`config.mk`:
```
export PLATFORM = sky130hd
export DESIGN_NAME = inst_encoder_loader
export DESIGN_NICKNAME = d
export VERILOG_FILES = /design/src/rtl/inst_encoder_loader.sv
export SDC_FILE = /design/constraint.sdc
export NUM_CORES = 1
export LEC_CHECK = 0
export CORE_UTILIZATION = 51
export CTS_CLUSTER_DIAMETER = 150
export CTS_CLUSTER_SIZE = 10
export DETAILED_ROUTE_END_ITERATION = 8
export GPL_ROUTABILITY_DRIVEN = 0
export PLACE_DENSITY = 0.87
export SYNTH_ARGS = -nofsm -noshare
export SYNTH_HDL_FRONTEND = slang
export SYNTH_SLANG_ARGS = --single-unit
```
`constraint.sdc`:
```
create_clock -name clk -period 3.7 [get_ports clk]
set_clock_uncertainty 0.1 [all_clocks]
set_input_delay 0.555 -clock clk [delete_from_list [all_inputs] [get_ports clk]]
set_output_delay 0.555 -clock clk [all_outputs]
set_load 0.03 [all_outputs]
```
`src/rtl/inst_encoder_loader.sv`:
```
// Packs instruction fields into 16-bit words and writes them to imem.
// Optional checksum output: INST_ENCODER_CHECKSUM_EN.
module inst_encoder_loader #(
  parameter int ADDR_W = 8
) (
  input  logic              clk,
  input  logic              rst_n,
  input  logic              start,
  input  logic [ADDR_W-1:0] base_addr,
  input  logic [ADDR_W:0]   num_words,
  input  logic              in_valid,
  output logic              in_ready,
  input  logic [3:0]        in_opcode,
  input  logic [1:0]        in_rs,
  input  logic [1:0]        in_rt,
  input  logic [1:0]        in_rd,
  input  logic [7:0]        in_imm,
  output logic              imem_we,
  output logic [ADDR_W-1:0] imem_addr,
  output logic [15:0]       imem_wdata,
  output logic              busy,
  output logic              done,
  output logic              err,
`ifdef INST_ENCODER_CHECKSUM_EN
  output logic [15:0]       checksum,
`endif
  output logic [ADDR_W:0]   words_written
);

  typedef enum logic [1:0] {
    IDLE,
    RUN,
    DONE,
    ERR
  } state_t;

  state_t state;
  state_t state_nx;

  logic [ADDR_W-1:0] ptr;
  logic [ADDR_W:0]   remaining;
  logic              start_ok;
  logic              xfer;
  logic              legal;
  logic              is_r;
  logic [15:0]       word;

  assign in_ready = (state == RUN);
  assign busy     = (state == RUN);
  assign done     = (state == DONE);
  assign start_ok = start & ((state == IDLE) | (state == ERR));
  assign xfer     = in_valid & in_ready;
  assign legal    = (in_opcode <= 4'hD);

  // Field packing: R-format carries rd, I-format carries imm.
  always_comb begin
    is_r = in_opcode inside {4'h2, 4'h4, 4'h5, 4'h7, 4'hB, 4'hC, 4'hD};
    if (is_r)
      word = {in_opcode, in_rs, in_rt, in_rd, 6'b0};
    else
      word = {in_opcode, in_rs, in_rt, in_imm};
  end

  // State register.
  always_ff @(posedge clk or negedge rst_n) begin
    if (!rst_n) state <= IDLE;
    else        state <= state_nx;
  end

  // Next-state selection.
  always_comb begin
    state_nx = state;
    unique case (state)
      IDLE, ERR: begin
        if (start_ok)
          state_nx = (num_words == '0) ? DONE : RUN;
      end
      RUN: begin
        if (xfer) begin
          if (!legal)
            state_nx = ERR;
          else if (remaining == (ADDR_W+1)'(1))
            state_nx = DONE;
        end
      end
      DONE: state_nx = IDLE;
    endcase
  end

  // Batch bookkeeping and the registered imem write port.
  always_ff @(posedge clk or negedge rst_n) begin
    if (!rst_n) begin
      ptr           <= '0;
      remaining     <= '0;
      words_written <= '0;
      err           <= 1'b0;
      imem_we       <= 1'b0;
      imem_addr     <= '0;
      imem_wdata    <= '0;
`ifdef INST_ENCODER_CHECKSUM_EN
      checksum      <= '0;
`endif
    end else begin
      imem_we <= 1'b0;
      if (start_ok) begin
        ptr           <= base_addr;
        remaining     <= num_words;
        words_written <= '0;
        err           <= 1'b0;
`ifdef INST_ENCODER_CHECKSUM_EN
        checksum      <= '0;
`endif
      end else if (xfer) begin
        if (legal) begin
          imem_we       <= 1'b1;
          imem_addr     <= ptr;
          imem_wdata    <= word;
          ptr           <= ptr + ADDR_W'(1);
          remaining     <= remaining - (ADDR_W+1)'(1);
          words_written <= words_written + (ADDR_W+1)'(1);
`ifdef INST_ENCODER_CHECKSUM_EN
          checksum      <= checksum ^ word;
`endif
        end else begin
          err <= 1'b1;
        end
      end
    end
  end

endmodule

```
# Word-level counts from Yosys, hierarchy flattened
# Cells that the tools add are included.
dict set report totals {
  input_bits 39
  output_inout_bits 38
  ff_bits 54
  word_cells 63
}
dict set report op_classes {
  eq_ne 15
  magnitude_cmp 1
  reduce_logical 10
  n_bitwise 4
  n_addsub 3
  n_mux 22
}
# operator n
set ops {}
lappend ops {{$mux W9} 6}
lappend ops {{$mux W8} 4}
lappend ops {{$eq A4 B3 Y1 const B} 3}
lappend ops {{$eq A4 B4 Y1 const B} 3}
lappend ops {{$mux W2} 5}
lappend ops {{$add A9 B1 Y9 const B} 1}
lappend ops {{$eq A9 B1 Y1 const B} 1}
lappend ops {{$logic_not A9 Y1} 1}
lappend ops {{$sub A9 B1 Y9 const B} 1}
lappend ops {{$add A8 B1 Y8 const B} 1}
lappend ops {{$reduce_bool A7 Y1} 1}
lappend ops {{$mux W1} 6}
lappend ops {{$pmux W2 S3} 1}
lappend ops {{$reduce_and A3 Y1} 2}
lappend ops {{$eq A2 B2 Y1 const B} 2}
lappend ops {{$eq A4 B2 Y1 const B} 1}
lappend ops {{$le A4 B4 Y1 const B} 1}
lappend ops {{$ne A2 B2 Y1 const B} 2}
lappend ops {{$reduce_and A2 Y1} 2}
lappend ops {{$reduce_bool A2 Y1} 2}
lappend ops {{$ne A3 B2 Y1 const B} 1}
lappend ops {{$and A1 B1 Y1} 2}
lappend ops {{$eq A2 B1 Y1 const B} 1}
lappend ops {{$logic_not A2 Y1} 1}
lappend ops {{4 further kinds} 4}

# Depth between registers and ports, before layout
dict set report depth {
  ltp_word 5
  ltp_mapped 10
  mapped_depth_nobuf 7
}

# Worst setup path after synthesis
# No wires, ideal clock.
dict set report synth_timing {
  path_kind {register -> register}
  start {reg state[1]}
  end {reg imem_wdata[2]}
  path_stages_with_launch 9
  setup_slack_ns 1.587
  period_less_slack_ns 2.113
  setup_time_ns 0.121
  t_arrival_ns 1.892
  path_cell_list {dfrtp_1 inv_1 ha_1 buf_2 and2_1 buf_2 nand3_1 clkbuf_1 a22o_1}
}
# element line
set synth_rtl {}
lappend synth_rtl {{from (decl)} 37} ;# state_t state;
lappend synth_rtl {{from (signal assigned)} 67} ;# else state <= state_nx;
lappend synth_rtl {{$eq A2 B1 Y1} -}
lappend synth_rtl {{named net busy} 21} ;# output logic busy,
lappend synth_rtl {{$and A1 B1 Y1} 52} ;# assign xfer = in_valid & in_ready;
lappend synth_rtl {{$reduce_and A3 Y1 (no line)} -}
lappend synth_rtl {{to (signal assigned)} 117} ;# imem_wdata <= word;
lappend synth_rtl {{to (decl)} 20} ;# output logic [15:0] imem_wdata,
# The timed path passes the listed nets, and every way through them passes these cells.
# A chain may end at the register's enable or synchronous reset.

# Worst setup path after layout
dict set report layout_timing {
  start {in in_valid}
  end {reg imem_wdata[2]}
}
dict set report layout_between {
  elab_chain_len 2
}
# element line
set layout_lines {}
lappend layout_lines {{from (decl)} 11} ;# input logic in_valid,
lappend layout_lines {{$and A1 B1 Y1} 52}
lappend layout_lines {{$reduce_and A3 Y1 (no line)} -}
# No other way between the ends.

==> flow_results.xml <==
<?xml version="1.0" encoding="UTF-8"?>
<metrics>
  <group name="power">
    <metric name="total_switching_power" unit="mW">1.13</metric>
    <metric name="fin_total_pwr" unit="mW">2.73</metric>
    <metric name="share_clk_of_total_power" unit="">0.148</metric>
    <metric name="seqPwrFrac" unit="">0.371</metric>
    <metric name="power_density" unit="nW/um^2">772</metric>
    <metric name="cellLeakagePower" unit="nW">1.51</metric>
    <metric name="vdd_ir_drop_max" unit="uV">556</metric>
    <metric name="comb_power_share" unit="">0.481</metric>
    <metric name="switching_share" unit="">0.414</metric>
    <metric name="p_int" unit="mW">1.60</metric>
  </group>
  <group name="floorplan">
    <metric name="floorplan.initialDensity" unit="">0.544</metric>
    <metric name="die_area" unit="sq um">5460</metric>
    <metric name="design.core.area" unit="sq um">4850</metric>
    <metric name="placement_rows" unit="">25</metric>
    <metric name="die_height" unit="microns">73.9</metric>
    <metric name="floorplan.die.width" unit="microns">73.9</metric>
    <metric name="design.portCount" unit="">77</metric>
  </group>
  <group name="routing">
    <metric name="drt_pass1_iterations" unit="">4</metric>
    <metric name="wl" unit="mm">6.30</metric>
    <metric name="antenna_violating_nets_post_route" unit="">0</metric>
    <metric name="dr_total_vias" unit="">2272</metric>
    <metric name="first_iter_violations" unit="">96</metric>
    <metric name="route.detailed.drc" unit="">0</metric>
    <metric name="via_per_inst" unit="">5.42</metric>
    <metric name="routed_wire_length_per_instance" unit="microns">15.0</metric>
  </group>
  <group name="global_route">
    <metric name="antenna_found_initial" unit="">0</metric>
    <metric name="grt_pass1_vias" unit="">2290</metric>
    <metric name="grt.overflow.total" unit="">0</metric>
    <metric name="wire_length_of_the_first_global_routing_pass" unit="mm">10.4</metric>
    <metric name="globalRouteTotalUtil" unit="">0.254</metric>
    <metric name="grt_start_max_net_pins" unit="">29</metric>
  </group>
  <group name="clock_tree">
    <metric name="root_buffer_cell" unit="">clkbuf_8</metric>
    <metric name="clock_insertion_delay_worst_skew" unit="ns">0.31</metric>
    <metric name="cts.sinks" unit="">54</metric>
    <metric name="htree_levels" unit="">2</metric>
    <metric name="postCtsHoldBufs" unit="">0</metric>
    <metric name="postCtsResizedCells" unit="">0</metric>
    <metric name="clkTransAtPathRegs" unit="ns">0.10</metric>
    <metric name="cts_inserted_buffers" unit="">5</metric>
    <metric name="cts_tree" unit="">built</metric>
    <metric name="clockBufferDepth" unit="">2</metric>
    <metric name="cts.repair_timing.setup_buffer_count" unit="">0</metric>
  </group>
  <group name="sta">
    <metric name="setup_slack" unit="ns">1.10</metric>
    <metric name="finalWorstPathRequiredPeriod" unit="ns">2.60</metric>
    <metric name="actual_transition_at_the_worst_max_transition_pin" unit="ns">0.741</metric>
    <metric name="hold-worst-slack" unit="ns">0.145</metric>
    <metric name="grt_setup_unrepaired" unit="">no</metric>
    <metric name="final-setup-viol-count" unit="">0</metric>
    <metric name="final_max_slew_viol_count" unit="">0</metric>
    <metric name="timing.slew.headroom" unit="">0.506</metric>
    <metric name="fmax" unit="MHz">385</metric>
    <metric name="timing.setup.tns" unit="ns">0</metric>
    <metric name="total_count_of_hold_check_failures_in_the_final_report" unit="">0</metric>
    <metric name="final_period_utilization" unit="">0.702</metric>
  </group>
  <group name="synth">
    <metric name="synthCells" unit="">280</metric>
    <metric name="ys_seq_area_frac" unit="">0.512</metric>
    <metric name="synth.top_cells.by_area" unit="">dfrtp_1 51%, nand2_1 10%, xnor2_1 6.3%</metric>
    <metric name="synth_async_sr_flop_share" unit="">1.00</metric>
    <metric name="synth.avg_cell_area" unit="sq um">9.42</metric>
    <metric name="syn-cell-area" unit="sq um">2640</metric>
    <metric name="synth_cell_types" unit="">40</metric>
    <metric name="post-synth-top-count-cell" unit="">nand2_1</metric>
    <metric name="synth_top_flop_cell" unit="">dfrtp_1</metric>
    <metric name="yosysTopAreaCellShare" unit="">0.512</metric>
    <metric name="edff_count_synth" unit="">0</metric>
    <metric name="synthesis.yosys.warnings" unit="">0</metric>
    <metric name="yosys_register_bits" unit="">54</metric>
    <metric name="synth_top_area_cell" unit="">dfrtp_1</metric>
    <metric name="synth_common_cells" unit="">71 x nand2_1, 54 x dfrtp_1, 20 x o21ai_0</metric>
    <metric name="mappedNetlistNets" unit="">325</metric>
  </group>
  <group name="place">
    <metric name="detailedPlace.worstSlack" unit="ns">0.809</metric>
    <metric name="place.port_buffers" unit="">76</metric>
    <metric name="placed_cells_incl_taps" unit="">412</metric>
    <metric name="place_hpwl" unit="mm">4.62</metric>
    <metric name="dpl_cell_area" unit="sq um">3430</metric>
  </group>
  <group name="cells_and_area">
    <metric name="area_overhead_of_the_layout_relative_to_synthesis" unit="%">34.3</metric>
    <metric name="finalNonFillerCells" unit="">419</metric>
    <metric name="final_util" unit="">0.731</metric>
    <metric name="final.fill_count" unit="">360</metric>
    <metric name="final_layout_size_suffix_gt1_frac" unit="">0.0568</metric>
    <metric name="antenna_cells_inserted" unit="">0</metric>
    <metric name="final_design_area_no_fill" unit="sq um">3540</metric>
    <metric name="design.final.nets" unit="">397</metric>
  </group>
  <group name="worst_setup_path">
    <metric name="cpLargestDelayFamily" unit="">simple AND/OR/NAND/NOR gates</metric>
    <metric name="crit_slowest_cell" unit="">clkdlybuf4s50_1</metric>
    <metric name="crit_path_end_kind" unit="">register</metric>
    <metric name="critPathArrivalTime" unit="ns">2.74</metric>
    <metric name="wp_depth" unit="">6</metric>
    <metric name="crit_path_cell_trace" unit="">clkdlybuf4s50_1 &gt; and2_1 &gt; nand3_1 &gt; buf_4 &gt; nor3_2 &gt; a22o_1</metric>
    <metric name="reg2reg_depth" unit="">7</metric>
    <metric name="critPathMaxStageDelay" unit="ns">0.58</metric>
    <metric name="critical_path_buf_inv_count" unit="">2</metric>
    <metric name="timing.critical_path.from_type" unit="">input port</metric>
    <metric name="crit_fanout" unit="">13</metric>
    <metric name="critPathKind" unit="">in -&gt; reg</metric>
    <metric name="critPathRequiredTime" unit="ns">3.84</metric>
  </group>
  <group name="flow_run">
    <metric name="drv_cap" unit="">0</metric>
  </group>
  <group name="outcome">
    <metric name="outcome" unit="">finished clean</metric>
  </group>
  <group name="worst_hold_path">
    <metric name="worst_hold_path_type" unit="">in -&gt; async</metric>
  </group>
</metrics>
-- cell families (layout without fill, tap and decap cells) --
family	count (synthesis)	in the layout	share of synthesized area
AOI/OAI and AO/OA	39	39	0.0935
muxes	3	3	0.0123
and+or+nand+nor	133	133	0.241
adders and majority gates	6	6	0.0285
DFF	54	54	0.512
buffers and inverters	23	95	0.0394
xor gates and xnor gates	22	22	0.0731
-- power by group through the flow --
stage	sequential [mW]	combinational [mW]	clock (mW)
after detailed placement	1.02	1.32	0
after global placement	1.01	1.27	0
final	1.01	1.32	0.404
after CTS	1.01	1.33	0.408
after floorplan	1.23	0.616	0
after global routing	1.04	1.44	0.431
-- layer usage --
layer | GRT usage | wire length [microns]
met3 | 0.0439 | 348
met1 | 0.318 | 2640
met2 | 0.453 | 3240
met5 | 0 | 0
met4 | 0.0705 | 63
-- worst reg2reg max path: cells and delay by family (launching register included) --
family / cells / cell delay (ns)
adders and majority gates: 1 / 0.33
buffers and inverters: 2 / 0.39
DFF: 1 / 0.41
AOI/OAI and AO/OA: 1 / 0.20
and+or+nand+nor: 3 / 1.10
-- cells in the final DEF (no fill, tap or decap), drive strengths merged, types with 3 or more instances in the layout --
cell,n
clkdlybuf4s50,75
nand2,71
dfrtp,54
o21ai,22
xnor2,19
nor2,14
nand3,10
inv,9
nor3,8
nor4,7
a22o,6
ha,6
clkbuf,6
buf,4
and2,3
nand4,3
a21oi,3
a31oi,3
or3,3
xor2,3
-- layout make-up --
cell class / instances / area (sq um) / share of cell area
repair buffers: 79 / 778 / 0.220
flip-flops and latches: 54 / 1350 / 0.381
clock buffers: 6 / 82.6 / 0.0233
well taps: 67 / 83.8 / 0.0237
multi-input cells: 203 / 1180 / 0.334
inverters: 9 / 33.8 / 0.00954
clock inverters: 1 / 30.0 / 0.00848
-- final timing paths --
path / start / endpoint / slack [ns]
max in group asynchronous: rst_n / ptr[6] / 2.55
hold / removal: rst_n / imem_wdata[11] / 0.14
setup reg to reg: state[1] / imem_wdata[2] / 1.11
setup / recovery: in_valid / imem_wdata[2] / 1.10
hold reg to reg: imem_wdata[8] / imem_wdata[8] / 0.39
min in group clk: imem_wdata[8] / imem_wdata[8] / 0.39
-- registers in the layout, indices dropped and copies added, names as in the netlist --
signal and flops:
imem_addr 8, remaining 9, err 1, imem_we 1, words_written 9, state 2
imem_wdata 16, ptr 8
(Power assumes the default switching activity.)
